**config.mk**
```make
export PLATFORM = sky130hd
export DESIGN_NAME = regfile_wb_scheduler
export DESIGN_NICKNAME = d
export VERILOG_FILES = /design/src/rtl/regfile_wb_scheduler.sv
export SDC_FILE = /design/constraint.sdc
export NUM_CORES = 1
export LEC_CHECK = 0
export CORE_ASPECT_RATIO = 0.6
export CORE_UTILIZATION = 37
export CTS_CLUSTER_DIAMETER = 40
export DETAILED_ROUTE_END_ITERATION = 16
export DONT_BUFFER_PORTS = 1
export PLACE_DENSITY_LB_ADDON = 0.15
export SLEW_MARGIN = 20
export SYNTH_ARGS = -nofsm -noshare
export SYNTH_HDL_FRONTEND = slang
export SYNTH_SLANG_ARGS = --single-unit
export TNS_END_PERCENT = 5
```
**constraint.sdc**
```tcl
create_clock -name clk -period 2.6 [get_ports clk]
set_input_delay 0.26 -clock clk [delete_from_list [all_inputs] [get_ports clk]]
set_output_delay 0.26 -clock clk [all_outputs]
set_load 0.01 [all_outputs]
```
**src/rtl/regfile_wb_scheduler.sv**
```systemverilog
// Register-file write-port owner: merges in-order MEM writeback with queued out-of-order long-unit results.
// Latency: the pipe write goes out in the same cycle. A long result reaches the port at least 1 cycle after it is accepted.
// Backpressure: long_ready drops when the holding FIFO is full. ID stalls on scoreboard hazards and when queued results starve.
//
// Ports:
//   clk, rst                                 clock, synchronous active-high reset
//   pipe_we/pipe_addr/pipe_data              MEM-stage writeback (always has priority)
//   issue_valid/issue_dest                   ID issues a long op; marks its destination pending
//   long_valid/long_dest/long_data/long_ready   long-unit result handshake into the holding FIFO
//   id_rd_en_l/_r, id_rd_addr_l/_r, id_we, id_dest   ID operand/destination for hazard checks
//   wr_en/wr_addr/wr_data                    register-file write port
//   stall                                    ID stall request
//   pending                                  scoreboard vector (bit 0 always 0)

// Small generic synchronous FIFO used as the long-result holding buffer.
// Latency: a pushed entry is visible at head_dat_o the cycle after the push.
// Backpressure: full_o is registered; a push while full is only taken together with a pop.
module regfile_wb_fifo #(
    parameter int W     = 37,
    parameter int DEPTH = 2
) (
    input  logic         clk,
    input  logic         rst,
    input  logic         push_i,
    input  logic [W-1:0] push_dat_i,
    input  logic         pop_i,
    output logic [W-1:0] head_dat_o,
    output logic         empty_o,
    output logic         full_o
);
    localparam int PTR_W = (DEPTH > 1) ? $clog2(DEPTH) : 1;
    localparam int CNT_W = $clog2(DEPTH) + 1;

    logic [W-1:0]     mem_q [DEPTH];
    logic [PTR_W-1:0] rd_ptr_q, rd_ptr_d;
    logic [PTR_W-1:0] wr_ptr_q, wr_ptr_d;
    logic [CNT_W-1:0] cnt_q, cnt_d;
    logic             do_push, do_pop;

    function automatic logic [PTR_W-1:0] ptr_inc(input logic [PTR_W-1:0] p);
        return (p == PTR_W'(DEPTH - 1)) ? '0 : p + PTR_W'(1);
    endfunction

    assign empty_o    = (cnt_q == '0);
    assign full_o     = (cnt_q == CNT_W'(DEPTH));
    assign do_pop     = pop_i && !empty_o;
    assign do_push    = push_i && (!full_o || do_pop);
    assign head_dat_o = mem_q[rd_ptr_q];

    always_comb begin
        rd_ptr_d = rd_ptr_q;
        wr_ptr_d = wr_ptr_q;
        cnt_d    = cnt_q;
        if (do_push) wr_ptr_d = ptr_inc(wr_ptr_q);
        if (do_pop)  rd_ptr_d = ptr_inc(rd_ptr_q);
        if (do_push && !do_pop)      cnt_d = cnt_q + CNT_W'(1);
        else if (!do_push && do_pop) cnt_d = cnt_q - CNT_W'(1);
    end

    always_ff @(posedge clk) begin
        if (rst) begin
            rd_ptr_q <= '0;
            wr_ptr_q <= '0;
            cnt_q    <= '0;
        end else begin
            rd_ptr_q <= rd_ptr_d;
            wr_ptr_q <= wr_ptr_d;
            cnt_q    <= cnt_d;
        end
    end

    // Storage needs no reset: entries are only read when cnt_q says they are valid.
    always_ff @(posedge clk) begin
        if (do_push) mem_q[wr_ptr_q] <= push_dat_i;
    end
endmodule

module regfile_wb_scheduler #(
    parameter int REG_NUM      = 32,
    parameter int ADDR_W       = 5,
    parameter int DATA_W       = 32,
    parameter int BUF_DEPTH    = 2,
    parameter int STARVE_LIMIT = 4
) (
    input  logic               clk,
    input  logic               rst,
    input  logic               pipe_we,
    input  logic [ADDR_W-1:0]  pipe_addr,
    input  logic [DATA_W-1:0]  pipe_data,
    input  logic               issue_valid,
    input  logic [ADDR_W-1:0]  issue_dest,
    input  logic               long_valid,
    input  logic [ADDR_W-1:0]  long_dest,
    input  logic [DATA_W-1:0]  long_data,
    output logic               long_ready,
    input  logic               id_rd_en_l,
    input  logic [ADDR_W-1:0]  id_rd_addr_l,
    input  logic               id_rd_en_r,
    input  logic [ADDR_W-1:0]  id_rd_addr_r,
    input  logic               id_we,
    input  logic [ADDR_W-1:0]  id_dest,
    output logic               wr_en,
    output logic [ADDR_W-1:0]  wr_addr,
    output logic [DATA_W-1:0]  wr_data,
    output logic               stall,
    output logic [REG_NUM-1:0] pending
);
    localparam int ENT_W = ADDR_W + DATA_W;
    localparam int SC_W  = $clog2(STARVE_LIMIT + 1);

    logic [REG_NUM-1:0] pending_q, pending_d;
    logic [REG_NUM-1:0] set_vec, clr_vec;
    logic [SC_W-1:0]    starve_q, starve_d;

    logic              fifo_push, fifo_pop, fifo_empty, fifo_full;
    logic [ENT_W-1:0]  head_dat;
    logic [ADDR_W-1:0] head_dest;
    logic [DATA_W-1:0] head_data;

    logic pipe_own, starve_hit, haz_l, haz_r, haz_w;

    assign long_ready = !rst && !fifo_full;
    assign fifo_push  = long_valid && long_ready;

    // The pipeline is never delayed; the FIFO head only gets the port when the pipe leaves it free.
    assign pipe_own = pipe_we && (pipe_addr != '0);
    assign fifo_pop = !pipe_own && !fifo_empty;

    assign head_dest = head_dat[ENT_W-1:DATA_W];
    assign head_data = head_dat[DATA_W-1:0];

    regfile_wb_fifo #(
        .W     (ENT_W),
        .DEPTH (BUF_DEPTH)
    ) u_long_fifo (
        .clk        (clk),
        .rst        (rst),
        .push_i     (fifo_push),
        .push_dat_i ({long_dest, long_data}),
        .pop_i      (fifo_pop),
        .head_dat_o (head_dat),
        .empty_o    (fifo_empty),
        .full_o     (fifo_full)
    );

    // Write-port mux. A head with destination r0 still pops but never asserts wr_en.
    always_comb begin
        wr_en   = 1'b0;
        wr_addr = '0;
        wr_data = '0;
        if (!rst) begin
            if (pipe_own) begin
                wr_en   = 1'b1;
                wr_addr = pipe_addr;
                wr_data = pipe_data;
            end else if (!fifo_empty) begin
                wr_en   = (head_dest != '0);
                wr_addr = head_dest;
                wr_data = head_data;
            end
        end
    end

    // Bit 0 of the scoreboard is never set, so address-0 accesses cannot raise a hazard.
    assign haz_l      = id_rd_en_l && pending_q[id_rd_addr_l];
    assign haz_r      = id_rd_en_r && pending_q[id_rd_addr_r];
    assign haz_w      = id_we && pending_q[id_dest];
    assign starve_hit = (starve_q == SC_W'(STARVE_LIMIT));
    assign stall      = !rst && (haz_l || haz_r || haz_w || starve_hit);
    assign pending    = rst ? '0 : pending_q;

    // Scoreboard update: a new issue to a register overrides the clear from that register's older result popping.
    always_comb begin
        set_vec = '0;
        clr_vec = '0;
        if (fifo_pop) clr_vec[head_dest] = 1'b1;
        if (issue_valid && !stall && (issue_dest != '0)) set_vec[issue_dest] = 1'b1;
        pending_d    = (pending_q & ~clr_vec) | set_vec;
        pending_d[0] = 1'b0;
    end

    // Starve counter: counts the cycles the head is held off by the pipeline, saturating at the limit.
    always_comb begin
        starve_d = '0;
        if (!fifo_empty && !fifo_pop) begin
            starve_d = starve_hit ? starve_q : starve_q + SC_W'(1);
        end
    end

    always_ff @(posedge clk) begin
        if (rst) begin
            pending_q <= '0;
            starve_q  <= '0;
        end else begin
            pending_q <= pending_d;
            starve_q  <= starve_d;
        end
    end
endmodule

```
==> metrics, run 1 <==
worst path arrival time=2.31 ns; final period utilization=0.988; Final min period=2.57 ns; top post-synthesis cells by area=edfxtp_1, dfxtp_1, mux2i_1; largest family of logic cells by synthesized area=compound AO/OA/AOI/OAI gates; RR Endpoint=pending_q[20]$_SDFF_PP0_; Net Switching=1.62 mW; Die ar.=0.0172 mm^2; Pwr Total=5.62 mW; Critical Path RT=2.34 ns; Max-slew headroom=0.494; Buffers on Ports=0; worst IR drop on VDD=0.000356 V; Comb power frac=0.215; post-synthesis async set-or-reset flop share=0; share of layout cells above drive strength 1=0.246; hpwl dp=13200 um; Hold WC Path Type=in2reg; Vias=4664; Synth area leader=edfxtp_1; P per Cell Area=735 mW/mm^2; # DRC=0; Final GP Congestion=0.812; DRT iter0 DRCs=325; Worst-Margin Slew=0.758 ns; Core Rows=36; type of the worst setup path=reg2out; DRT antenna net count=0; Hold Path Depth=3; top-area cell type share of the netlist area=0.361; final core utilization=0.471; Critical Path Fanout Max=4; H-tree levels=4; DR WL/cell=21.2 um; R2R setup slack=0.43 ns; clock share of power=0.404; IO Count=174; Post-synth EDFFs=74; Clock Tree Root=clkbuf_16; Top FF cell, synth=edfxtp_1; Power Internal=4.00 mW; Final Setup Violations=0; core footprint=0.0162 mm^2; multiplexer area fraction after synthesis=0.152; Setup crit end kind=primary output; Syn Nets=646; commonest non-fill, non-tap cell in the layout=edfxtp_1; initial antenna violation count=0; Setup crit start=pending_q[16]$_SDFF_PP0_; setup TNS=0 ns; Via density=5.59; die width=168 um; Post-Syn Instances=541; largest net degree at the start of global routing=38; Synth Area in XOR/XNOR=0.00712; synthesized area per cell=11.4 um^2; clk buf depth=2; global-route wire length before repair=26400 um; Fmax=389 MHz; synthesized area=0.00615 mm^2; Post-Synth Simple-Gate Area=0.151; vias in the first global route=4547; drt first pass iters=4; fraction of power spent switching nets=0.288; Max Slew Vio Count=0; critical path startpoint category=flop; crit path to=stall; Initial Util=0.379; total congestion overflow=0; # nets final=718; distinct cell type count after synthesis=48; RSZ-0062 raised after global routing=yes; Total Wirelength=17700 um; clock-pin slew on the worst setup and hold paths=0.06 ns; Yosys warnings=0; die extent in y=102 um; fraction of the mapped netlist area in adder cells=0.00610; Synth-to-Final Area Change=24.2%; CTS Sinks=113; flops & latches, synth=113; commonest cells after routing, fill and taps aside=edfxtp_1, o21ai_0, nand2_1; status=finished, final reports clean; worst r2r path cells=6; GRT Total Usage=0.207; CTS tree=done; complex-gate fraction of the synthesized area=0.160; Layout Skew=0.0140 ns; CTS buffer count=17; Pleak=2.65 nW; sequential element share of the synthesized area=0.488; Max-Cap Viols=0; Flop pwr share=0.381; Clk Latency, worst-skew pair=0.40 ns; Antenna Cells=0; Final Hold Fails=0
==> layer usage <==
layer / track usage / vias to the layer above / share of wire
met5: 0 / - / 0
met4: 0.0678 / 0 / 0.013
met3: 0.0709 / 18 / 0.089
met2: 0.293 / 180 / 0.42
met1: 0.295 / 2280 / 0.48
li1: - / 2186 / -
==> worst max-delay path: stages (launching register included) <==
cell	delay, ns
dfxtp_2	0.35
mux4_2	0.45
mux2_4	0.30
a211oi_4	0.27
o22ai_4	0.14
o31a_1	0.39
==> worst min path at each step <==
stage	start	endpoint	slack [ns]
floorplan	long_data[0]	u_long_fifo.mem_q[0][0]$_DFFE_PP_	0.36
global route	rst	pending_q[31]$_SDFF_PP0_	0.13
detailed placement	rst	flop	0.34
global placement	rst	flop	0.33
CTS	rst	pending_q[9]$_SDFF_PP0_	0.12
finish	rst	pending_q[31]$_SDFF_PP0_	0.15
==> power by group through the flow <==
stage          logic [mW]  registers (mW)  clock network (mW)
6_report             1.21            2.14                2.27
2_1_floorplan       0.808            2.14                   0
3_3_place_gp         1.14            2.17                   0
4_1_cts              1.21            2.14                2.32
3_5_place_dp         1.15            2.18                   0
5_1_grt              1.31            2.15                2.40
==> cell families after synthesis <==
| family | after synthesis |
|---|---|
| other | 1 |
| XOR/XNOR | 5 |
| adder cells (fa/ha/maj) | 3 |
| AO/OA/AOI/OAI | 131 |
| buffers and inverters | 44 |
| flip-flops | 113 |
| AND/OR/NAND/NOR | 173 |
| multiplexers | 71 |
==> synthesized netlist by cell type, drive strengths merged, types with 4 or more instances <==
cell type	n
nand2	56
mux2	13
dfxtp	39
o31ai	31
inv	10
clkbuf	19
nor3	4
or3	36
o21ai	70
mux4	15
nand3b	7
buf	15
nor2	12
mux2i	43
edfxtp	74
nand3	5
nor2b	41
a21oi	5
==> sequential cells by signal, summed over array words and instances (netlist names), named ones only <==
register,count
u_long_fifo.wr_ptr_q,1
u_long_fifo.cnt_q,2
u_long_fifo.rd_ptr_q,1
u_long_fifo.mem_q,74
pending_q,31
starve_q,3
==> metrics by stage <==
stage               setup slack (ns)  hold slack [ns]  instances  instance area (um^2)
finish                        0.0316            0.147        835                  7640
global route                 -0.0480            0.134        835                  7640
CTS                         0.000310            0.118        835                  7620
detailed placement             0.209            0.337        765                  6650
global placement               0.197            0.334        765                  6650
floorplan                      0.298            0.359        541                  6150
==> final cells by class <==
class	instances	area, um^2
fillers	1483	8580
flip-flops and latches	113	3010
multi-input cells	384	2990
repair buffers	87	761
clock buffers	18	429
well taps	209	262
clock inverters	14	155
inverters	10	37.5
==> timing repair <==
item	in CTS	in global routing
setup endpoints to repair	1	3
resized for setup	1	12
pin swaps	3	4
hold buffers	38	0
hold endpoints to repair	79	0
setup buffers	0	0
(Power assumes the default switching activity.)
==> run 2: changes to the inputs <==
- SLEW_MARGIN: 20 -> 5
==> results of run 2 <==
Final layout, timing and power as in run 1 (identical DEF).
==> run 3: changes to the inputs <==
- TNS_END_PERCENT: 5 -> default
==> results of run 3 <==
Final layout, timing and power as in run 1 (identical DEF).
